[config.mk]
export PLATFORM = sky130hd
export DESIGN_NAME = ysyx_041461_pipe_stage
export DESIGN_NICKNAME = d
export VERILOG_FILES = /design/src/rtl/ysyx_041461_macro.v /design/src/rtl/ysyx_041461_pipe_stage_pkg.sv /design/src/rtl/ysyx_041461_pipe_entry.sv /design/src/rtl/ysyx_041461_pipe_stage.sv
export SDC_FILE = /design/constraint.sdc
export NUM_CORES = 1
export LEC_CHECK = 0
export ABC_AREA = 1
export BUFFER_PORTS_ARGS = -buffer_cell sky130_fd_sc_hd__buf_2
export CAP_MARGIN = 20
export CORE_MARGIN = 2
export CORE_UTILIZATION = 35
export CTS_CLUSTER_DIAMETER = 30
export CTS_CLUSTER_SIZE = 20
export DETAILED_ROUTE_END_ITERATION = 6
export GPL_ROUTABILITY_DRIVEN = 0
export HOLD_SLACK_MARGIN = 0.12
export SLEW_MARGIN = 20
export SYNTH_ARGS = -nofsm -noshare
export SYNTH_HDL_FRONTEND = slang
export SYNTH_SLANG_ARGS = --single-unit
[constraint.sdc]
create_clock -name clk -period 2 [get_ports clk]
set_clock_uncertainty 0.05 [all_clocks]
set_input_delay 0.2 -clock clk [delete_from_list [all_inputs] [get_ports clk]]
set_output_delay 0.2 -clock clk [all_outputs]
set_load 0.02 [all_outputs]
[src/rtl/ysyx_041461_macro.v]
// State encodings for the ysyx_041461 pipeline stage, shared by any file that needs them.
`ifndef ysyx_041461_MACRO_V
`define ysyx_041461_MACRO_V
`define ysyx_041461_EMPTY 2'd0
`define ysyx_041461_MAIN  2'd1
`define ysyx_041461_SKID  2'd2
`endif

[src/rtl/ysyx_041461_pipe_stage_pkg.sv]
// Shared types for the ysyx_041461 skid pipeline stage.
`ifndef ysyx_041461_MACRO_V
`define ysyx_041461_MACRO_V
`define ysyx_041461_EMPTY 2'd0
`define ysyx_041461_MAIN  2'd1
`define ysyx_041461_SKID  2'd2
`endif

package ysyx_041461_pipe_stage_pkg;

   // The encoding doubles as the held-entry count, so occupancy is the state itself.
   typedef enum logic [1:0] {
      ST_EMPTY = `ysyx_041461_EMPTY,
      ST_MAIN  = `ysyx_041461_MAIN,
      ST_SKID  = `ysyx_041461_SKID
   } stage_state_t;

endpackage

[src/rtl/ysyx_041461_pipe_entry.sv]
// One payload register with load enable and a parameterised reset value.
module ysyx_041461_pipe_entry #(
   parameter int unsigned          DATA_W    = 64,
   parameter logic [DATA_W-1:0]    RESET_VAL = '0
) (
   input  logic              clk,
   input  logic              rst,
   input  logic              load,
   input  logic [DATA_W-1:0] d,
   output logic [DATA_W-1:0] q
);

   always_ff @(posedge clk) begin
      if (rst) begin
         q <= RESET_VAL;
      end else if (load) begin
         q <= d;
      end
   end

endmodule

[src/rtl/ysyx_041461_pipe_stage.sv]
// Two-entry skid pipeline register: registered in_ready, full throughput, order preserved.
// Handshake: a beat moves on a side exactly when its valid and ready are both 1 at a rising edge.
module ysyx_041461_pipe_stage
   import ysyx_041461_pipe_stage_pkg::*;
#(
   parameter int unsigned DATA_W     = 64,
   parameter logic [63:0] RESET_DATA = 64'h0000_0000_8000_0000,
   parameter int unsigned CNT_W      = 32
) (
   input  logic              clk,
   input  logic              rst,
   input  logic              flush,
   input  logic              in_valid,
   output logic              in_ready,
   input  logic [DATA_W-1:0] in_data,
   output logic              out_valid,
   input  logic              out_ready,
   output logic [DATA_W-1:0] out_data,
   output logic [1:0]        occupancy,
   output logic [CNT_W-1:0]  stall_cnt
);

   // Zero-extend then truncate so any DATA_W gets a well-defined reset value.
   localparam logic [DATA_W+63:0] RESET_EXT = {{DATA_W{1'b0}}, RESET_DATA};
   localparam logic [DATA_W-1:0]  MAIN_RST  = RESET_EXT[DATA_W-1:0];

   stage_state_t      state_q, state_d;
   logic              in_ready_q;
   logic              accept, dequeue;
   logic              main_load, skid_load;
   logic [DATA_W-1:0] main_d, main_q, skid_q;
   logic [CNT_W-1:0]  stall_q;

   assign out_valid = (state_q != ST_EMPTY);
   assign in_ready  = in_ready_q;
   assign accept    = in_valid && in_ready_q;
   assign dequeue   = out_valid && out_ready;
   assign out_data  = main_q;
   assign occupancy = state_q;
   assign stall_cnt = stall_q;

   always_comb begin
      state_d   = state_q;
      main_load = 1'b0;
      skid_load = 1'b0;
      main_d    = in_data;
      case (state_q)
         ST_EMPTY: begin
            if (accept) begin
               state_d   = ST_MAIN;
               main_load = 1'b1;
            end
         end
         ST_MAIN: begin
            if (accept && dequeue) begin
               main_load = 1'b1;
            end else if (dequeue) begin
               state_d = ST_EMPTY;
            end else if (accept) begin
               state_d   = ST_SKID;
               skid_load = 1'b1;
            end
         end
         ST_SKID: begin
            if (dequeue) begin
               state_d   = ST_MAIN;
               main_load = 1'b1;
               main_d    = skid_q;
            end
         end
         default: state_d = ST_EMPTY;
      endcase
      // Flush drops everything, including a beat accepted this cycle; registers hold.
      if (flush) begin
         state_d   = ST_EMPTY;
         main_load = 1'b0;
         skid_load = 1'b0;
      end
   end

   always_ff @(posedge clk) begin
      if (rst) begin
         state_q    <= ST_EMPTY;
         in_ready_q <= 1'b1;
      end else begin
         state_q    <= state_d;
         in_ready_q <= (state_d != ST_SKID);
      end
   end

   always_ff @(posedge clk) begin
      if (rst) begin
         stall_q <= '0;
      end else if (out_valid && !out_ready && (stall_q != {CNT_W{1'b1}})) begin
         stall_q <= stall_q + CNT_W'(1);
      end
   end

   ysyx_041461_pipe_entry #(
      .DATA_W    (DATA_W),
      .RESET_VAL (MAIN_RST)
   ) u_main (
      .clk  (clk),
      .rst  (rst),
      .load (main_load),
      .d    (main_d),
      .q    (main_q)
   );

   ysyx_041461_pipe_entry #(
      .DATA_W    (DATA_W),
      .RESET_VAL ('0)
   ) u_skid (
      .clk  (clk),
      .rst  (rst),
      .load (skid_load),
      .d    (in_data),
      .q    (skid_q)
   );

endmodule

==> flow_summary.json <==
{
  "synth_top_family_by_area": "simple AND/OR/NAND/NOR gates",
  "grt_pass1_vias": 6932,
  "cts.sinks": 163,
  "fin_util": 0.477,
  "max_cap_viol_count": 0,
  "worstSetupStartpoint": "stall_cnt[0]",
  "drive_gt1_frac": 0.228,
  "p_per_area_mw_per_mm2": 747,
  "die_h_um": 150,
  "drc": 0,
  "core-area_mm2": 0.0210,
  "drtIter0Drc": 405,
  "clock_path_buffers": 2,
  "cp.buffers_inverters": 2,
  "ant_nets": 0,
  "syn_inst": 1067,
  "grt_max_degree": 87,
  "final_cells": 1582,
  "cts_tree": "built",
  "root_buffer": "clkbuf_16",
  "fin_crit_sh": 0.917,
  "critPathMaxStageDelay_ps": 380,
  "ys_seq_elements": 163,
  "synth_fa_ha_area_frac": 0.00168,
  "nNetsFinal": 1364,
  "grt_pass1_wl_mm": 33.8,
  "run_status": "finished clean",
  "synth_seq_area_share": 0.439,
  "synth_warnings": 0,
  "irDropWorstVdd_mv": 0.606,
  "tightestPinTransition_ps": 760,
  "muxShareOfSynthArea": 0,
  "cts_buffers": 17,
  "reg2reg_depth": 10,
  "fmax_mhz": 545,
  "routedWlPerCell_um": 13.2,
  "worstHoldStart": "out_ready",
  "slew_headroom": 0.493,
  "dpl_worst_slack_ps": 131,
  "path_common_cell": "nand2_4",
  "dp.cells": 1484,
  "path_class": "reg2reg",
  "worst_path_max_delay_cell": "dfxtp_1",
  "cpLargestDelayFamily": "simple AND/OR/NAND/NOR gates",
  "n_antenna_cell": 0,
  "port_buffers": 168,
  "grt_remaining_overflow": 0,
  "synth-compound-area-share": 0.202,
  "synth_area_mm2": 0.00743,
  "dr.pass1.iters": 5,
  "layout_common_cells": "nand2_1 (311), buf_2 (167), dfxtp_1 (163)",
  "synth.top_cell.area_share": 0.439,
  "ioPinCount": 169,
  "yosys.area_share.simple": 0.246,
  "whs_endpoint": "occupancy[1]",
  "start_util": 0.354,
  "final_common_cell": "nand2_1",
  "yosysUniqueCellTypes": 26,
  "wl_mm": 20.9,
  "hold_viol_final": 0,
  "num_rows": 53,
  "die_x_um": 150,
  "dp_hpwl_mm": 14.0,
  "synthXorXnorAreaFrac": 0.0165,
  "worst_slack_ps": 165,
  "r2r_slack_ps": 170,
  "syn_to_final_growth_pct": 34.6,
  "grtUsageTotal": 0.188,
  "syn_nets": 1137,
  "finalSetupViolations": 0,
  "required_ps": 2240,
  "rr_startpoint": "stall_cnt[0]",
  "worstPathArrival_ps": 2080,
  "slew_violations": 0,
  "path_cells": "ha_1 -> inv_2 -> nor2_4 -> nand2_4 -> nor2_8 -> nand2_4 -> nand2_4 -> inv_2 -> nand2_1 -> a21oi_2",
  "whs_path_depth": 4,
  "die-area_mm2": 0.0224,
  "power.leakage_nw": 4.24,
  "synth.area.top_cells": "dfxtp_1 (44%), nand2_1 (16%), o21ai_0 (9.0%), a21oi_1 (8.8%), inv_1 (5.0%)",
  "clkTransAtPathRegs_ps": 70,
  "via_count": 7404,
  "cp_max_fo": 24,
  "endpoint_kind": "flip-flop",
  "clk_latency_ps": 430,
  "antenna_found_initial": 0,
  "reg2reg_to": "stall_cnt[5]",
  "fin_tns_setup_ps": 0,
  "synth.avg_cell_area_um2": 6.96,
  "cts_htree_levels": 4,
  "critPathLaunchType": "flip-flop",
  "period_needed_ps": 1830,
  "rsz0062_at_grt": "true",
  "drt-vias-per-instance": 4.68,
  "yosysTopAreaCell": "dfxtp_1",
  "hold_path_class": "in2reg"
}
==> repair_timing <==
item | in CTS | in global routing
hold buffers | 66 | 0
buffers inserted | 0 | 0
endpoints found under the setup margin | 0 | 6
endpoints found under the hold margin | 130 | 0
resized for setup | 0 | 1
==> worst register-to-register path: stages (launching register included) <==
cell and delay (ps):
dfxtp_1 380, ha_1 220, inv_2 60, nor2_4 180, nand2_4 110, nor2_8 140
nand2_4 100, nand2_4 100, inv_2 180, nand2_1 150, a21oi_2 50
==> worst max-delay path by stage <==
stage	end	cells after the start	slack, ps
after floorplan	stall_cnt[15]	11	150
after global placement	stall_cnt[23]	11	180
after detailed placement	stall_cnt[23]	11	130
after CTS	stall_cnt[23]	11	120
after global routing	stall_cnt[1]	10	-20
final	stall_cnt[5]	10	170
==> state kept, by name, summed over array words and instances, names as in the netlist <==
register,count
occupancy,2
in_ready,1
u_skid.q,64
u_main.q,64
stall_cnt,32
==> kinds of logic (layout without fill, tap and decap cells) <==
group	count (synthesis)	after routing
and+or+nand+nor	438	438
AOI/OAI and AO/OA	285	285
buffers and inverters	166	406
DFF	163	163
xor gates and xnor gates	14	14
adders and majority gates	1	1
==> metal layers <==
layer,wire [µm],track usage,share of wire
met5,0,0,0
met4,369,0.0632,0.018
met3,1160,0.0442,0.055
met2,10000,0.320,0.48
met1,9400,0.233,0.45
==> metrics by stage <==
stage                     cell area [µm²]  power (mW)  hold slack (ps)
after floorplan                      7430        3.82              240
after global placement               8700        4.06              374
after detailed placement             8700        4.07              377
after CTS                            9990        7.57              149
after global routing                 9990        7.77              182
final                                9990        7.46              180
==> cell type report <==
| cell class | instances | area [µm²] |
|---|---|---|
| fill | 2157 | 11000 |
| multi-input combinational | 738 | 3490 |
| sequential | 163 | 3260 |
| timing repair buffer | 273 | 1890 |
| clock buffer | 17 | 425 |
| inverter | 101 | 379 |
| tap | 275 | 344 |
| clock inverter | 15 | 199 |
==> Yosys cell counts <==
master and instances:
nor2_8 2, nand2_4 4, buf_1 1, clkbuf_8 1, nand3_1 15, inv_2 3, nor4_1 1, nand2_2 19
a21oi_2 20, clkbuf_1 50, nor2_1 66, xor2_1 9, dfxtp_1 163, buf_2 10, nor3_1 6, nor2_2 4
inv_1 98, o21ai_0 133, buf_12 3, nand4_1 6, ha_1 1, xnor2_1 5, nand2_1 312, a21oi_1 131
o211ai_1 1, nor2_4 3
==> power by group <==
group	internal (mW)	switching (mW)	total, mW
Sequential	3.33	0.0408	3.37
Clock	1.73	1.63	3.36
Combinational	0.305	0.424	0.729
Power figures use the tool's default switching activity.
